<file path="src/rtl/mem_walker_stride_nd.sv">
// N-level strided address walker: one address per accepted beat, level 0 fastest, incremental adds only.
// Latency: first address 1 cycle after start; backpressure: addr/indices hold while valid & !ready.
module mem_walker_stride_nd #(
    parameter int ADDR_WIDTH    = 48,
    parameter int ADDR_STRIDE_W = 16,
    parameter int LOOP_ID_W     = 3,
    parameter int LOOP_ITER_W   = 16
) (
    input  logic                     clk,
    input  logic                     reset,
    input  logic                     cfg_loop_v,
    input  logic [LOOP_ID_W-1:0]     cfg_loop_id,
    input  logic [ADDR_STRIDE_W-1:0] cfg_loop_stride,
    input  logic [LOOP_ITER_W-1:0]   cfg_loop_iter,
    input  logic [LOOP_ID_W-1:0]     cfg_num_loops,
    input  logic [ADDR_WIDTH-1:0]    base_addr,
    input  logic                     start,
    output logic                     busy,
    output logic                     done,
    output logic [ADDR_WIDTH-1:0]    addr_out,
    output logic                     addr_out_valid,
    input  logic                     addr_out_ready
);
    localparam int MAX_LOOPS = 1 << LOOP_ID_W;

    typedef enum logic [1:0] {ST_IDLE, ST_RUN, ST_DONE} state_t;

    state_t                   state_q, state_d;
    logic                     busy_q, busy_d;
    logic                     done_q, done_d;
    logic                     valid_q, valid_d;
    logic [LOOP_ID_W-1:0]     num_loops_q, num_loops_d;

    // Programmed config persists across walks; the working copy is snapshotted on start.
    logic [ADDR_STRIDE_W-1:0] cfg_stride_q [MAX_LOOPS];
    logic [ADDR_STRIDE_W-1:0] cfg_stride_d [MAX_LOOPS];
    logic [LOOP_ITER_W-1:0]   cfg_iter_q   [MAX_LOOPS];
    logic [LOOP_ITER_W-1:0]   cfg_iter_d   [MAX_LOOPS];
    logic [ADDR_STRIDE_W-1:0] stride_q     [MAX_LOOPS];
    logic [ADDR_STRIDE_W-1:0] stride_d     [MAX_LOOPS];
    logic [LOOP_ITER_W-1:0]   iter_q       [MAX_LOOPS];
    logic [LOOP_ITER_W-1:0]   iter_d       [MAX_LOOPS];
    logic [LOOP_ITER_W-1:0]   idx_q        [MAX_LOOPS];
    logic [LOOP_ITER_W-1:0]   idx_d        [MAX_LOOPS];
    logic [ADDR_WIDTH-1:0]    lvl_start_q  [MAX_LOOPS];
    logic [ADDR_WIDTH-1:0]    lvl_start_d  [MAX_LOOPS];

    logic                     adv_found;
    logic [LOOP_ID_W-1:0]     adv_lvl;
    logic [ADDR_WIDTH-1:0]    next_addr;
    logic                     beat_acc;

    function automatic logic [ADDR_WIDTH-1:0] sext(input logic [ADDR_STRIDE_W-1:0] s);
        return {{(ADDR_WIDTH-ADDR_STRIDE_W){s[ADDR_STRIDE_W-1]}}, s};
    endfunction

    // Lowest active level that still has iterations left; none means this is the last beat.
    always_comb begin
        adv_found = 1'b0;
        adv_lvl   = '0;
        for (int i = 0; i < MAX_LOOPS; i++) begin
            if (!adv_found && (i <= int'(num_loops_q)) && (idx_q[i] != iter_q[i])) begin
                adv_found = 1'b1;
                adv_lvl   = LOOP_ID_W'(i);
            end
        end
    end

    assign next_addr = lvl_start_q[adv_lvl] + sext(stride_q[adv_lvl]);
    assign beat_acc  = valid_q && addr_out_ready;

    always_comb begin
        state_d      = state_q;
        busy_d       = busy_q;
        done_d       = 1'b0;
        valid_d      = valid_q;
        num_loops_d  = num_loops_q;
        cfg_stride_d = cfg_stride_q;
        cfg_iter_d   = cfg_iter_q;
        stride_d     = stride_q;
        iter_d       = iter_q;
        idx_d        = idx_q;
        lvl_start_d  = lvl_start_q;

        case (state_q)
            ST_IDLE: begin
                if (cfg_loop_v) begin
                    cfg_stride_d[cfg_loop_id] = cfg_loop_stride;
                    cfg_iter_d[cfg_loop_id]   = cfg_loop_iter;
                end
                if (start) begin
                    stride_d    = cfg_stride_q;
                    iter_d      = cfg_iter_q;
                    num_loops_d = cfg_num_loops;
                    for (int i = 0; i < MAX_LOOPS; i++) begin
                        idx_d[i]       = '0;
                        lvl_start_d[i] = base_addr;
                    end
                    valid_d = 1'b1;
                    busy_d  = 1'b1;
                    state_d = ST_RUN;
                end
            end
            ST_RUN: begin
                if (beat_acc) begin
                    if (adv_found) begin
                        idx_d[adv_lvl] = idx_q[adv_lvl] + LOOP_ITER_W'(1);
                        for (int j = 0; j < MAX_LOOPS; j++) begin
                            if (j < int'(adv_lvl)) begin
                                idx_d[j] = '0;
                            end
                            if (j <= int'(adv_lvl)) begin
                                lvl_start_d[j] = next_addr;
                            end
                        end
                    end else begin
                        valid_d = 1'b0;
                        done_d  = 1'b1;
                        state_d = ST_DONE;
                    end
                end
            end
            ST_DONE: begin
                busy_d  = 1'b0;
                state_d = ST_IDLE;
            end
            default: begin
                busy_d  = 1'b0;
                valid_d = 1'b0;
                state_d = ST_IDLE;
            end
        endcase
    end

    always_ff @(posedge clk or negedge reset) begin
        if (!reset) begin
            state_q     <= ST_IDLE;
            busy_q      <= 1'b0;
            done_q      <= 1'b0;
            valid_q     <= 1'b0;
            num_loops_q <= '0;
            for (int i = 0; i < MAX_LOOPS; i++) begin
                cfg_stride_q[i] <= '0;
                cfg_iter_q[i]   <= '0;
                stride_q[i]     <= '0;
                iter_q[i]       <= '0;
                idx_q[i]        <= '0;
                lvl_start_q[i]  <= '0;
            end
        end else begin
            state_q      <= state_d;
            busy_q       <= busy_d;
            done_q       <= done_d;
            valid_q      <= valid_d;
            num_loops_q  <= num_loops_d;
            cfg_stride_q <= cfg_stride_d;
            cfg_iter_q   <= cfg_iter_d;
            stride_q     <= stride_d;
            iter_q       <= iter_d;
            idx_q        <= idx_d;
            lvl_start_q  <= lvl_start_d;
        end
    end

    // Level 0's start always equals the most recently generated address.
    assign addr_out       = lvl_start_q[0];
    assign addr_out_valid = valid_q;
    assign busy           = busy_q;
    assign done           = done_q;

endmodule
</file>
<file path="config.mk">
export PLATFORM = sky130hd
export DESIGN_NAME = mem_walker_stride_nd
export DESIGN_NICKNAME = d
export VERILOG_FILES = /design/src/rtl/mem_walker_stride_nd.sv
export SDC_FILE = /design/constraint.sdc
export NUM_CORES = 2
export LEC_CHECK = 0
export ABC_AREA = 1
export CORE_ASPECT_RATIO = 0.75
export CORE_UTILIZATION = 50
export CTS_BUF_LIST = sky130_fd_sc_hd__clkbuf_8
export DETAILED_ROUTE_END_ITERATION = 10
export HOLD_SLACK_MARGIN = 0.1
export PLACE_DENSITY = 0.67
export SYNTH_ARGS = -nofsm -noshare
export SYNTH_HDL_FRONTEND = slang
export SYNTH_SLANG_ARGS = --single-unit
</file>
<file path="constraint.sdc">
create_clock -name clk -period 7.6 [get_ports clk]
set_clock_uncertainty 0.15 [all_clocks]
set_input_delay 1.14 -clock clk [delete_from_list [all_inputs] [get_ports clk]]
set_output_delay 1.14 -clock clk [all_outputs]
set_load 0.02 [all_outputs]
</file>
# Word level (Yosys, flattened, before mapping)
# Cells that the tools add are included.
dict set report totals {
  output_inout_bits 51
  ff_bits 1032
}
dict set report op_classes {
  n_bitwise 4
  addsub 2
  order_cmp 25
  muxes 65
  n_reduce_logical 39
  eq_ne 21
}
# op n
set op_table {}
lappend op_table {{$mux 384} 3}
lappend op_table {{$pmux 384 s2} 1}
lappend op_table {{$mux 48} 9}
lappend op_table {{$bwmux 128} 3}
lappend op_table {{$mux 128} 3}
lappend op_table {{$pmux 128 s2} 1}
lappend op_table {{$mux 16} 13}
lappend op_table {{$bmux 48 s3} 1}
lappend op_table {{$ne 16x16->1} 8}
lappend op_table {{$bmux 16 s3} 2}
lappend op_table {{$demux 16 s3} 2}
lappend op_table {{$add 48x48->48} 1}
lappend op_table {{$reduce_and 5->1} 7}
lappend op_table {{$le 3x3->1 const A} 8}
lappend op_table {{$ne 2x2->1 const B} 11}
lappend op_table {{$mux 3} 6}
lappend op_table {{$logic_and 1x1->1} 17}
lappend op_table {{$add 16x1->16 const B} 1}
lappend op_table {{$mux 1} 15}
lappend op_table {{$le 2x3->1 const A} 4}
lappend op_table {{$lt 3x3->1 const A} 3}
lappend op_table {{$ge 4x4->1 const B} 2}
lappend op_table {{$lt 4x1->1 const B} 2}
lappend op_table {{$not 3->4} 2}
lappend op_table {{other kinds (16)} 31}

# Longest topological paths before layout
dict set report depth {
  depth_word 40
  mapped_depth 41
  mapped_depth_nobuf 39
}

# Least setup slack after synthesis
# Ideal clock, no wire load.
dict set report synth_path {
  path_kind {reg2reg}
  start {register idx_q[112] in the netlist's numbering}
  end {register lvl_start_q, in the netlist addr_out[38]}
  path_slack_ns 2.153
  stages_incl_launch_ff 33
  setup_time_ns 0.131
  synth_period_minus_slack_ns 5.447
  n_path_buf 2
  t_arrival_ns 5.166
  cell_sequence {dfrtp_1 > xor2_1 > nor2_1 > nand2_1 > nor2_1 > nand2_1 > a21oi_4 > nand4_2 > nor2_4 > o21ai_4 > nand2_4 > buf_6 > buf_4 > nand2_1 > or2_2 > nand4_1 > nand2_1 > ha_1 > a21oi_1 > inv_1 > a31oi_1 > o21ai_0 > a31o_2 > a21oi_1 > o21ai_0 > nand2_1 > nand2_1 > a21o_1 > or2_2 > nand3_1 > nand2_1 > nand2_1 > o21ai_0}
}
dict set report synth_via {
  elab_chain_len 38
}
# item line_no
set synth_lines {}
lappend synth_lines {{start, declared} 43} ;# logic [LOOP_ITER_W-1:0] idx_q [MAX_LOOPS];
lappend synth_lines {{start signal, assigned} 160} ;# idx_q <= idx_d;
lappend synth_lines {{$ne 16x16->1 (*)} 62} ;# if (!adv_found && (i <= int'(num_loops_q)) && (idx_q[i] != iter_q[i])) begin
lappend synth_lines {{$mux 1 (*)} 62}
lappend synth_lines {{$logic_not 1->1} 62}
lappend synth_lines {{$logic_and 1x1->1 (2 in a row)} 62}
lappend synth_lines {{$mux 1} 62}
lappend synth_lines {{$logic_not 1->1} 62}
lappend synth_lines {{$logic_and 1x1->1 (2 in a row)} 62}
lappend synth_lines {{$mux 1} 62}
lappend synth_lines {{(+19 left out)} -}
lappend synth_lines {{$mux 3} 62}
lappend synth_lines {{$not 3->4 (implied by the code)} 69} ;# assign next_addr = lvl_start_q[adv_lvl] + sext(stride_q[adv_lvl]);
lappend synth_lines {{$bmux 48 s3 or $bmux 16 s3 (tied branches)} 69}
lappend synth_lines {{$mux 48 (implied by the code) or $mux 16 (tied branches) (2 in a row)} 69}
lappend synth_lines {{$add 48x48->48} 69}
lappend synth_lines {{$mux 384} 106} ;# if (adv_found) begin
lappend synth_lines {{$mux 384} 105} ;# if (beat_acc) begin
lappend synth_lines {{$pmux 384 s2} 85} ;# case (state_q)
lappend synth_lines {{end signal, assigned} 161} ;# lvl_start_q <= lvl_start_d;
lappend synth_lines {{end, declared} 45} ;# logic [ADDR_WIDTH-1:0] lvl_start_q [MAX_LOOPS];
# Mark *: on every way between the ends. The rest lies on a longest branch, timed or not. The select of a mux whose other input is x is not followed.
# A chain may end at the register's enable or synchronous reset.

# Worst setup path after layout
dict set report layout_path {
  start {register idx_q[53] in the netlist's numbering}
  end {register lvl_start_q[142] in the netlist's numbering}
}
dict set report layout_via {
  elab_chain_len 24
}
# item line_no
set layout_lines {}
lappend layout_lines {{$ne 16x16->1 (*)} 62}
lappend layout_lines {{$logic_and 1x1->1 (*)} 62}
lappend layout_lines {{$mux 1} 62}
lappend layout_lines {{$logic_not 1->1} 62}
lappend layout_lines {{$logic_and 1x1->1 (2 in a row)} 62}
lappend layout_lines {{$mux 1} 62}
lappend layout_lines {{$logic_not 1->1} 62}
lappend layout_lines {{$logic_and 1x1->1 (2 in a row)} 62}
lappend layout_lines {{(+5 left out)} -}
lappend layout_lines {{$not 3->4 (implied by the code)} 69}
lappend layout_lines {{$bmux 48 s3 or $bmux 16 s3 (tied branches)} 69}
lappend layout_lines {{$mux 48 (implied by the code) or $mux 16 (tied branches) (2 in a row)} 69}
lappend layout_lines {{$add 48x48->48} 69}
lappend layout_lines {{$mux 48} 112} ;# if (j <= int'(adv_lvl)) begin
lappend layout_lines {{$mux 384} 106}
lappend layout_lines {{$mux 384} 105}
lappend layout_lines {{$pmux 384 s2} 85}
# Marked as above.

==> out/results.ini <==
[synth]
synthCells = 5834
synth_seq_cells = 1032
synth_top_cell_area_share_pct = 52.40
synthTopCellsByArea = dfrtp_1 (52%), nand2_1 (13%), o21ai_0 (7.5%)
ys_seq_area_share_pct = 52.40
ys.flop_type = dfrtp_1
synth_cell_types = 61
yosysTopAreaCell = dfrtp_1
netlist_area_mm2 = 0.04928
synth_edf_count = 0
ys_async_sr_fraction_pct = 100.0
synth_area_per_cell_um2 = 8.448
syn-num-nets = 5974
yosys_warnings = 0

[global_routing]
track_usage_pct = 33.75
grt_pass1_vias = 40321
grt.overflow.total = 0
grt_pass1_wl_um = 252100
grt_max_degree = 181
antenna_found_initial = 5

[final_layout]
drive_above_1_share_pct = 11.49
final_area_mm2 = 0.05562
final_cell_mix = nand2_1 (1701), dfrtp_1 (1032), o21ai_0 (741), inv_1 (491), nor2_1 (307)
final_nets = 6119
final_cells = 7410
final_core_util_pct = 57.05
synthToLayoutAreaGrowth_pct = 12.85
layout_commonest_cell = nand2_1

[route]
wl_um = 166700
viasPerCell = 5.735
avgRoutedWirePerCell_um = 22.49
drc = 0
routed-wl-met2_um = 68060
drt_iter0_drc = 4723
wl_met1_um = 75750
num_vias = 42496
top_layer = met5
wl_met3_um = 18930
first_pass_iters = 6
antenna_left = 0

[clock_tree]
postCtsHoldBufs = 0
htree_levels = 4
clock_latency_ns = 0.89
cts_tree = done
cts_setup_buffers = 0
cts-root-buf = clkbuf_8
max-clock-path-buffers = 3
path_clk_slew_ns = 0.06
cts_buffers = 167
clock_sinks = 1032

[die]
coreArea_mm2 = 0.09748
std_cell_rows = 99
die_area_mm2 = 0.09984
chipHeight_um = 273.9
pin_count = 142
initial_utilization_pct = 50.56
dieWidth_um = 364.5

[timing]
fin_crit_ns = 7.318
relSlewSlack_pct = 16.57
max_freq_mhz = 136.7
setup_viol_count_final = 0
setup_tns_ns = 0
post-route-period-util_pct = 96.29
finalHoldViolCount = 0
tightest_slew_ns = 1.251
fin_worst_hold_slack_ns = 0.08391
rsz0062_at_grt = no
slew_violations = 0

[outcome]
status = finished clean

[worst_setup_path]
path_common_cell = nand2_1
critPathArrivalTime_ns = 7.95
start_kind = flip-flop
crit_family = simple AND/OR/NAND/NOR gates
worst-path-buf-inv = 6
crit_type = flip-flop to flip-flop
required_ns = 8.23
slowest_stage = ha_1
cp_slowest_stage_delay_ns = 0.54
worst-path-max-fanout = 27
worstSetupEndpointType = flip-flop

[placed_design]
gp_congestion = 0.9911
portBuffers = 141
hpwl_um = 108000
dp.cells = 7123
placed_cell_area_mm2 = 0.05241

[hold_path]
worstHoldPathType = input port to async pin

[power]
p_leak_nw = 27.95
powerDensity_mw_per_mm2 = 253.1
peakVddDrop_mv = 0.1986

[run]
drv_cap = 0

## what timing repair did
action                                  in CTS  in global routing
endpoints found under the setup margin       0                 53
endpoints found under the hold margin        0                  0
resized for setup                            0                  3
## path summary, 6_finish.rpt
check,slack (ns),depth (start not counted),to,startpoint
min in group clk,0.32,2,lvl_start_q[148],lvl_start_q[148]
setup / recovery,0.28,35,lvl_start_q[142],idx_q[53]
hold / removal,0.08,1,addr_out[38],reset
hold reg to reg,0.32,2,lvl_start_q[148],lvl_start_q[148]
setup reg to reg,0.28,35,lvl_start_q[142],idx_q[53]
max in group asynchronous,5.14,3,stride_q[6],reset
## metrics by stage
step	total power [mW]	setup slack, ns
after floorplan	8.184	2.153
after global placement	9.343	0.6136
after detailed placement	9.389	0.5228
after CTS	14.09	0.4992
after global routing	14.72	0.008447
final	14.08	0.2820
## sequential cells by signal, summed over array words and instances, names as in the netlist
signal / count
lvl_start_q: 336
cfg_iter_q: 128
cfg_stride_q: 128
idx_q: 128
iter_q: 128
stride_q: 128
addr_out: 48
num_loops_q: 3
state_q: 2
addr_out_valid: 1
busy: 1
done: 1
## worst register-to-register path, delay by kind of cell, from the launching register on
kind | cells | cell delay (ns)
adders and majority gates | 1 | 0.55
DFF | 1 | 0.40
AOI/OAI and AO/OA | 6 | 1.27
and+or+nand+nor | 22 | 4.06
buffers and inverters | 6 | 0.77
## logic make-up after synthesis
| family | count (synthesis) | share of synthesized area [%] |
|---|---|---|
| AND/OR/NAND/NOR | 2433 | 20.21 |
| AO/OA/AOI/OAI | 1242 | 13.82 |
| flip-flops | 1032 | 52.40 |
| buffers and inverters | 813 | 6.784 |
| multiplexers | 164 | 3.727 |
| XOR/XNOR | 101 | 1.795 |
| adder cells (fa/ha/maj) | 49 | 1.259 |
## metal layers
layer,vias to the layer above,track usage [%]
li1,19441,-
met1,20701,51.14
met2,2084,46.83
met3,264,9.366
met4,6,9.598
met5,-,0
## power breakdown
part           internal (mW)  switching (mW)  total, mW
registers               6.04           0.373       6.41
logic                   1.09            1.86       2.95
clock network           2.42            2.30       4.72
## cells in the mapped netlist, types with 4 or more instances
cell type	number
inv_2	22
o211ai_1	7
dfrtp_1	1032
o221ai_1	49
buf_1	31
nor2_1	310
mux2i_1	8
o32ai_1	13
a21oi_1	201
nand4_1	37
nor2_4	9
buf_6	6
or2_2	29
o21ai_0	741
nor4_1	4
o21ai_1	34
nor2_2	12
ha_1	48
a221oi_1	7
mux2_2	156
buf_2	33
nand2_1	1710
a31oi_1	75
xor2_1	68
nand3_1	259
o21a_1	8
nand3b_1	11
buf_4	54
nand3_2	4
nand4_2	4
xnor2_1	33
clkbuf_1	226
nor3_1	18
clkinv_1	6
o22ai_1	81
a211oi_1	8
inv_1	434
nand2_2	16
## area by class of cell
class / count / area (um2)
fill: 8878 / 41870
inverter: 463 / 1744
timing repair buffer: 326 / 2984
clock buffer: 197 / 2711
sequential: 1032 / 25820
clock inverter: 86 / 475.5
tap: 1313 / 1643
antenna: 4 / 10.01
multi-input combinational: 3989 / 20230
Note: power is estimated with default switching activity, not from simulation.
